`src/rtl/donkey_ctl.sv`:
```
// Donkey motion controller: turns held keys into sprite position, facing and
// airborne flag, stepping walk / jump / gravity physics once per video frame
// on the rising edge of vsync.
module donkey_ctl #(
  parameter int X_START = 64,
  parameter int Y_START = 640,
  parameter int X_MIN   = 0,
  parameter int X_MAX   = 960,
  parameter int Y_MIN   = 32,
  parameter int Y_FLOOR = 640,
  parameter int STEP    = 4,
  parameter int JUMP_V0 = 16,
  parameter int GRAVITY = 1,
  parameter int V_MAX   = 16
) (
  input  logic        clk,
  input  logic        rst,
  input  logic        start_game,
  input  logic        vsync,
  input  logic        left,
  input  logic        right,
  input  logic        jump,
  output logic [11:0] xpos,
  output logic [11:0] ypos,
  output logic        rotate,
  output logic        airborne
);

  typedef enum logic [1:0] {IDLE, GROUND, JUMP, FALL} state_t;

  // Position constants widened to 13 bits so arithmetic cannot wrap.
  localparam logic [12:0] X_MIN_W   = 13'(X_MIN);
  localparam logic [12:0] X_MAX_W   = 13'(X_MAX);
  localparam logic [12:0] Y_MIN_W   = 13'(Y_MIN);
  localparam logic [12:0] Y_FLOOR_W = 13'(Y_FLOOR);
  localparam logic [12:0] STEP_W    = 13'(STEP);
  localparam logic [11:0] X_START_W = 12'(X_START);
  localparam logic [11:0] Y_START_W = 12'(Y_START);
  localparam logic [11:0] Y_GND_W   = 12'(Y_FLOOR);
  localparam logic [5:0]  V0_W      = 6'(JUMP_V0);
  localparam logic [5:0]  GRAV_W    = 6'(GRAVITY);
  localparam logic [5:0]  VMAX_W    = 6'(V_MAX);

  state_t      state_reg, state_next;
  logic [5:0]  vel_reg, vel_next;
  logic        vsync_q;
  logic        tick;
  logic [11:0] x_next, y_next;
  logic        rot_next, airborne_next;

  logic [12:0] x_ext, y_ext, vel_ext;
  logic [12:0] x_left, x_right, y_up, y_down;
  logic        ceil_hit, land;
  logic [5:0]  vel_dec, vel_inc;
  logic [6:0]  vel_sum;

  assign tick = vsync & ~vsync_q;

  // Candidate positions and speeds, clamped before they are narrowed back.
  always_comb begin
    x_ext    = {1'b0, xpos};
    y_ext    = {1'b0, ypos};
    vel_ext  = {7'd0, vel_reg};
    // Compare before subtracting so a small xpos never underflows.
    x_left   = (x_ext < X_MIN_W + STEP_W) ? X_MIN_W : x_ext - STEP_W;
    x_right  = (x_ext + STEP_W > X_MAX_W) ? X_MAX_W : x_ext + STEP_W;
    ceil_hit = (y_ext < Y_MIN_W + vel_ext);
    y_up     = ceil_hit ? Y_MIN_W : y_ext - vel_ext;
    y_down   = y_ext + vel_ext;
    land     = (y_down >= Y_FLOOR_W);
    vel_dec  = (vel_reg > GRAV_W) ? vel_reg - GRAV_W : 6'd0;
    vel_sum  = {1'b0, vel_reg} + {1'b0, GRAV_W};
    vel_inc  = (vel_sum > {1'b0, VMAX_W}) ? VMAX_W : vel_sum[5:0];
  end

  // Next-state and next-output logic; start_game low overrides everything.
  always_comb begin
    state_next = state_reg;
    vel_next   = vel_reg;
    x_next     = xpos;
    y_next     = ypos;
    rot_next   = rotate;

    case (state_reg)
      IDLE: begin
        x_next   = X_START_W;
        y_next   = Y_START_W;
        rot_next = 1'b0;
        vel_next = 6'd0;
        if (start_game) state_next = GROUND;
      end
      GROUND: begin
        if (tick && jump) begin
          vel_next   = V0_W;
          state_next = JUMP;
        end
      end
      JUMP: begin
        if (tick) begin
          y_next = y_up[11:0];
          if (vel_dec == 6'd0 || ceil_hit) begin
            vel_next   = 6'd0;
            state_next = FALL;
          end else begin
            vel_next = vel_dec;
          end
        end
      end
      FALL: begin
        if (tick) begin
          if (land) begin
            y_next     = Y_GND_W;
            vel_next   = 6'd0;
            state_next = GROUND;
          end else begin
            y_next   = y_down[11:0];
            vel_next = vel_inc;
          end
        end
      end
      default: state_next = IDLE;
    endcase

    // Air control: walking applies in every active state.
    if (tick && state_reg != IDLE) begin
      if (left && !right) begin
        x_next   = x_left[11:0];
        rot_next = 1'b1;
      end else if (right && !left) begin
        x_next   = x_right[11:0];
        rot_next = 1'b0;
      end
    end

    if (!start_game) begin
      state_next = IDLE;
      x_next     = X_START_W;
      y_next     = Y_START_W;
      rot_next   = 1'b0;
      vel_next   = 6'd0;
    end

    airborne_next = (state_next == JUMP) || (state_next == FALL);
  end

  // State, physics and output registers.
  always_ff @(posedge clk) begin
    if (rst) begin
      state_reg <= IDLE;
      vel_reg   <= 6'd0;
      vsync_q   <= 1'b0;
      xpos      <= X_START_W;
      ypos      <= Y_START_W;
      rotate    <= 1'b0;
      airborne  <= 1'b0;
    end else begin
      state_reg <= state_next;
      vel_reg   <= vel_next;
      vsync_q   <= vsync;
      xpos      <= x_next;
      ypos      <= y_next;
      rotate    <= rot_next;
      airborne  <= airborne_next;
    end
  end

endmodule

```
`config.mk`:
```
export PLATFORM = sky130hd
export DESIGN_NAME = donkey_ctl
export DESIGN_NICKNAME = d
export VERILOG_FILES = /design/src/rtl/donkey_ctl.sv
export SDC_FILE = /design/constraint.sdc
export NUM_CORES = 1
export LEC_CHECK = 0
export BUFFER_PORTS_ARGS = -buffer_cell sky130_fd_sc_hd__buf_2
export CAP_MARGIN = 0
export CORE_UTILIZATION = 50
export CTS_BUF_LIST = sky130_fd_sc_hd__clkbuf_4
export CTS_CLUSTER_DIAMETER = 80
export DETAILED_ROUTE_END_ITERATION = 10
export GPL_TIMING_DRIVEN = 0
export PLACE_DENSITY_LB_ADDON = 0.15
export SLEW_MARGIN = 10
export SYNTH_ARGS = -nofsm -noshare
export SYNTH_HDL_FRONTEND = slang
export SYNTH_SLANG_ARGS = --single-unit
```
`constraint.sdc`:
```
create_clock -name clk -period 8.3 [get_ports clk]
set_input_delay 1.245 -clock clk [delete_from_list [all_inputs] [get_ports clk]]
set_output_delay 1.245 -clock clk [all_outputs]
set_load 0.05 [all_outputs]
```
==> flow_metrics.tcl, run 1 <==
set metrics [dict create \
    outcome "completed" \
    diodes 0 \
    cap_violations 0 \
    skew_ns 0.0222 \
    synth_compound_area_share_pct 31.6 \
    cts_made_buffers 5 \
    crit_slowest_cell "dfxtp_1" \
    ys_async_sr_fraction_pct 0 \
    rsz0062_at_grt "no" \
    clkPwrFrac_pct 30.7 \
    netlist_top_cells_area "dfxtp_1 22%, ha_1 7.5%, nor2_1 6.2%" \
    post_synth.cell_area_avg_um2 7.26 \
    viasPerCell 6.34 \
    drt_iter0_drc 340 \
    syn-instance-count 439 \
    synth_ff_type "dfxtp_1" \
    die_area_um2 6690 \
    clock-sinks 35 \
    core_area_um2 6030 \
    cp-start-kind "flop" \
    post-route-util_pct 58.0 \
    worstSkewPairLatency_ns 0.36 \
    grt_overflow 0 \
    drt-total-wl_um 9380 \
    ctsHoldBuffers 0 \
    dp.cells 546 \
    seqPwrFrac_pct 51.3 \
    io_pins 33 \
    ir_worst_vdd_v 0.0000645 \
    p_sw_share_pct 34.0 \
    synth-edff-count 0 \
    fill_cells 578 \
    synth_top_area_share_pct 22.0 \
    pwr_density_cell_nw_per_um2 96.0 \
    finalCritPeriodShare_pct 41.4 \
    yosys.cell_types.count 68 \
    wl_per_cell_um 16.9 \
    cts.path.max_buffers 2 \
    fin_cells 554 \
    cp.required_ns 8.53 \
    drc_errors 0 \
    timing.fmax_mhz 291 \
    crit_type "flop to flop" \
    start_util_pct 52.9 \
    cts_root_buffer "clkbuf_4" \
    p_leak_nw 1.34 \
    power.total_mw 0.336 \
    worst_slew_pin_slew_ns 0.947 \
    layout.nets 506 \
    hold_path.class "flop to flop" \
    synth_warnings 0 \
    netlist_area_um2 3190 \
    num_vias 3510 \
    grt_first_pass_wirelength_um 15100 \
    gp_congestion 0.917 \
    path_max_fanout 11 \
    slew_violations 0 \
    post_synth_and_or_nand_nor_area_fraction_pct 26.6 \
    hold_viol 0 \
    finalSetupViolCount 0 \
    drt.antenna.violating_nets 0 \
    die-height_um 81.8 \
    port_buffers 32 \
    slew_headroom_pct 36.6 \
    p_switching_mw 0.114 \
    htree_levels 2 \
    synth_top_family_by_area "compound AO/OA/AOI/OAI gates" \
    share_comb_of_total_power_pct 18.0 \
    tns_ns 0 \
    cts_resized 0 \
    grt_pass1_vias 2950 \
    intPower_mw 0.222 \
    cts_setup_buffers 0 \
    grtUsageTotal_pct 29.4 \
    grt_antenna_before_repair 0 \
    clkTransAtPathRegs_ns 0.13 \
    endpoint_kind "flop" \
    synthMuxAreaShare_pct 0.982 \
    cp.arrival_ns 3.67 \
    synth_top_area_cell "dfxtp_1" \
    crit_chain "ha_1, inv_1, fa_1, a21o_1, a31o_2, a31oi_1, nor2_1, a211o_1, o2111ai_1, o31ai_1" \
    slowest_delay_ns 0.58 \
    multi_input_comb_area_um2 2290 \
    synth_xor_area_share_pct 3.57 \
    drive_above_1_share_pct 14.8 \
    area_growth_pct 9.78 \
    ys_ff_latch 35 \
    synth_nets 467 \
    cts_tree "done" \
    dp_hpwl_um 6850 \
    grt_max_degree 13 \
    synthAdderAreaFrac_pct 9.03 \
    synth_seq_area_share_pct 22.0 \
    finalWorstPathRequiredPeriod_ns 3.44 \
    num_rows 28 \
    ff_latch_area_um2 701 \
    die_w_um 81.8 \
    dr.pass1.iters 5 \
]
worst paths after layout:
check	from	endpoint	slack (ns)	depth (start not counted)
worst max-delay path	vel_reg[0]	ypos[2]	4.86	10
worst min register to register	xpos[1]	xpos[1]	0.51	1
worst max register to register	vel_reg[0]	ypos[2]	4.86	10
worst min-delay path	xpos[1]	xpos[1]	0.51	1
metrics by stage:
stage	hold WS [ns]	worst slack (ns)	instance area, um2
after global placement	0.483	4.92	3440
after floorplan	0.555	5.48	3190
after global routing	0.530	4.71	3500
final	0.512	4.86	3500
after CTS	0.507	4.91	3500
after detailed placement	0.485	4.92	3440
worst max-delay path: cells and delay by family, from the launching register on:
| family | cells | cell delay [ns] |
|---|---|---|
| and+or+nand+nor | 1 | 0.36 |
| buffers and inverters | 1 | 0.06 |
| adders and majority gates | 2 | 0.69 |
| AOI/OAI and AO/OA | 6 | 1.63 |
| DFF | 1 | 0.58 |
routing by layer:
| metal | global-route usage, % | routed length, um | vias up |
|---|---|---|---|
| met5 | 0 | 0 | - |
| met4 | 6.32 | 89 | 0 |
| met3 | 3.78 | 676 | 10 |
| met2 | 44.0 | 4080 | 154 |
| met1 | 44.2 | 4540 | 1660 |
| li1 | - | - | 1686 |
cell families after synthesis:
group | Yosys count
adders and majority gates | 22
muxes | 3
buffers and inverters | 48
and+or+nand+nor | 177
xor gates and xnor gates | 13
AOI/OAI and AO/OA | 141
DFF | 35
Yosys cell counts (all sizes together) (4+ instances only):
| master | n |
|---|---|
| o22ai | 5 |
| a31oi | 5 |
| and2 | 4 |
| nand4 | 4 |
| o21ai | 30 |
| a21boi | 4 |
| xnor2 | 7 |
| nor3 | 19 |
| inv | 21 |
| o2111ai | 5 |
| a31o | 4 |
| nand2 | 42 |
| a221oi | 7 |
| a21oi | 36 |
| nand3 | 22 |
| nand2b | 6 |
| a211oi | 6 |
| xor2 | 6 |
| or2 | 5 |
| dfxtp | 35 |
| ha | 19 |
| a211o | 5 |
| nor2 | 53 |
| o211ai | 5 |
| o21a | 4 |
| buf | 10 |
| nor2b | 8 |
| clkbuf | 17 |
layout by cell type, fill, tap and decap left out, drive strengths merged, types with 7 or more instances in the layout:
master	count
nand2	42
nor3	19
ha	19
o21ai	30
nor2b	8
a21oi	36
inv	21
clkbuf	22
nor2	53
nand3	22
xnor2	7
a221oi	7
dfxtp	35
buf	42
final cells by class:
cell class,instances,share of cell area (%)
multi-input cells,356,65.4
flip-flops and latches,35,20.0
repair buffers,32,4.58
plain buffers,27,3.43
well taps,75,2.68
inverters,21,2.25
clock buffers,5,1.07
clock inverters,3,0.572
power by group through the flow:
stage               clock network, mW  logic (mW)  registers [mW]
detailed placement                  0      0.0586           0.176
global route                    0.112      0.0660           0.173
floorplan                           0      0.0391           0.179
finish                          0.103      0.0603           0.172
CTS                             0.104      0.0590           0.172
global placement                    0      0.0577           0.176
(Power assumes the default switching activity.)
==> run 2, diff against run 1 <==
==> constraint.sdc (replaced) <==
create_clock -name clk -period 2.84 [get_ports clk]
set_input_delay 0.426 -clock clk [delete_from_list [all_inputs] [get_ports clk]]
set_output_delay 0.426 -clock clk [all_outputs]
set_load 0.05 [all_outputs]
==> run 2 against run 1 <==
  * First-iteration DRC count up 4.7%
  * Critical path depth up 1
  * Sequential share of layout area fell by 0.52 points
  * Global-route usage is 0.40 points higher
  * Flip-flop and latch count did not move
  * Clock power increased to 2.9 times the previous value
  * Clock skew fell by 0.0038 ns
  * Setup slack worse by 4.8 ns
  * Critical path type unchanged
  * Critical endpoint is now ypos[4]
==> flow_metrics.tcl, run 2 (synthesized netlist as in run 1, its figures left out) <==
set metrics [dict create \
    final_cell_mix "52 x nor2_1, 42 x nand2_1, 40 x buf_2" \
    num_rows 28 \
    path_max_fanout 4 \
    final_common_cell "nor2_1" \
    crit_type "flop to flop" \
    ir_worst_vdd_v 0.000175 \
    hold_path.class "input pin to flop" \
    dp.cells 546 \
    setup_ws_ns 0.102 \
    worst_slew_pin_slew_ns 0.783 \
    drt-total-wl_um 9860 \
    cts.path.max_buffers 2 \
    cp-start-kind "flop" \
    hold_viol 0 \
    worstSkewPairLatency_ns 0.36 \
    die-height_um 81.8 \
    dp_hpwl_um 6850 \
    finalWorstPathRequiredPeriod_ns 2.74 \
    slowest_delay_ns 0.46 \
    gp_congestion 0.917 \
    cp.arrival_ns 2.97 \
    grt_pass1_vias 2966 \
    htree_levels 2 \
    finalSetupViolCount 0 \
    fin_cells 563 \
    die_w_um 81.8 \
    dr.pass1.iters 5 \
    grt_max_degree 13 \
    timing.fmax_mhz 365 \
    p_leak_nw 1.42 \
    post-route-util_pct 61.2 \
    ctsHoldBuffers 0 \
    grt_overflow 0 \
    cp.required_ns 3.08 \
    area_growth_pct 15.7 \
    die_area_um2 6690 \
    cts_root_buffer "clkbuf_4" \
    start_util_pct 52.9 \
    dp_slack_ns -0.537 \
    port_buffers 32 \
    drt_iter0_drc 356 \
    clkTransAtPathRegs_ns 0.14 \
    skew_ns 0.0185 \
    wl_per_cell_um 17.5 \
    grt_antenna_before_repair 0 \
    finalCritPeriodShare_pct 96.4 \
    power.total_mw 0.984 \
    core_area_um2 6030 \
    grt_first_pass_wirelength_um 15300 \
    drive_above_1_share_pct 19.7 \
    pwr_density_cell_nw_per_um2 267 \
    layout.nets 515 \
    cts_made_buffers 5 \
    drt.antenna.violating_nets 0 \
    tns_ns 0 \
    io_pins 33 \
    drc_errors 0 \
    diodes 0 \
    num_vias 3602 \
    crit_slowest_cell "a2111oi_1" \
    cap_violations 0 \
    outcome "completed" \
    slew_headroom_pct 47.4 \
    clock-sinks 35 \
    cts_tree "done" \
    grtUsageTotal_pct 29.8 \
    viasPerCell 6.40 \
    endpoint_kind "flop" \
    crit_chain "inv_1, ha_1, inv_1, fa_2, a21o_1, a31o_2, a31o_2, nand2_1, nor2_1, a2111oi_1, nor4_1" \
    slew_violations 0 \
]
==> run 2: final cells by class <==
type	instances	area, um2
buffer	26	138
clock buffer	5	37.5
clock inverter	3	20.0
fill	562	2340
inverter	21	78.8
multi-input combinational	357	2370
sequential	35	719
tap	75	93.8
timing repair buffer	41	228
==> run 2: routing by layer <==
metal	global-route usage, %	routed length, um	vias up	part of all wire (%)
met5	0	0	-	0
met4	7.37	175	0	1.8
met2	44.5	4340	177	44
met1	44.2	4650	1691	47
met3	4.33	696	25	7.1
li1	-	-	1709	-
==> run 2: power breakdown <==
group	internal [mW]	switching (mW)	total, mW
sequential	0.492	0.00698	0.499
combinational	0.0596	0.126	0.185
clock	0.0946	0.205	0.300
total	0.647	0.338	0.984
==> run 2: through the flow <==
stage	area [um2]	hold slack, ns
final	3690	0.256
after CTS	3560	0.242
after floorplan	3190	0.498
after global placement	3440	0.483
after detailed placement	3440	0.485
after global routing	3690	0.251
==> run 2: repair_timing <==
item	in CTS	in global routing
buffers inserted	3	6
pin swaps	3	7
gates resized for setup	16	18
setup endpoints to repair	19	17
cloned	0	1
==> run 2: worst max-delay path: cells and delay by family (launching register included) <==
kind | cells | cell delay (ns)
fa+ha+maj | 2 | 0.54
flops | 1 | 0.37
compound gates | 4 | 1.27
buf+inv | 2 | 0.13
simple gates | 3 | 0.31
==> run 2: worst paths after layout <==
check	cells after the start	slack, ns	startpoint	endpoint
setup / recovery	11	0.10	ypos[0]	ypos[4]
hold reg to reg	1	0.51	xpos[0]	xpos[0]
setup reg to reg	11	0.10	ypos[0]	ypos[4]
hold / removal	2	0.26	rst	vsync_q
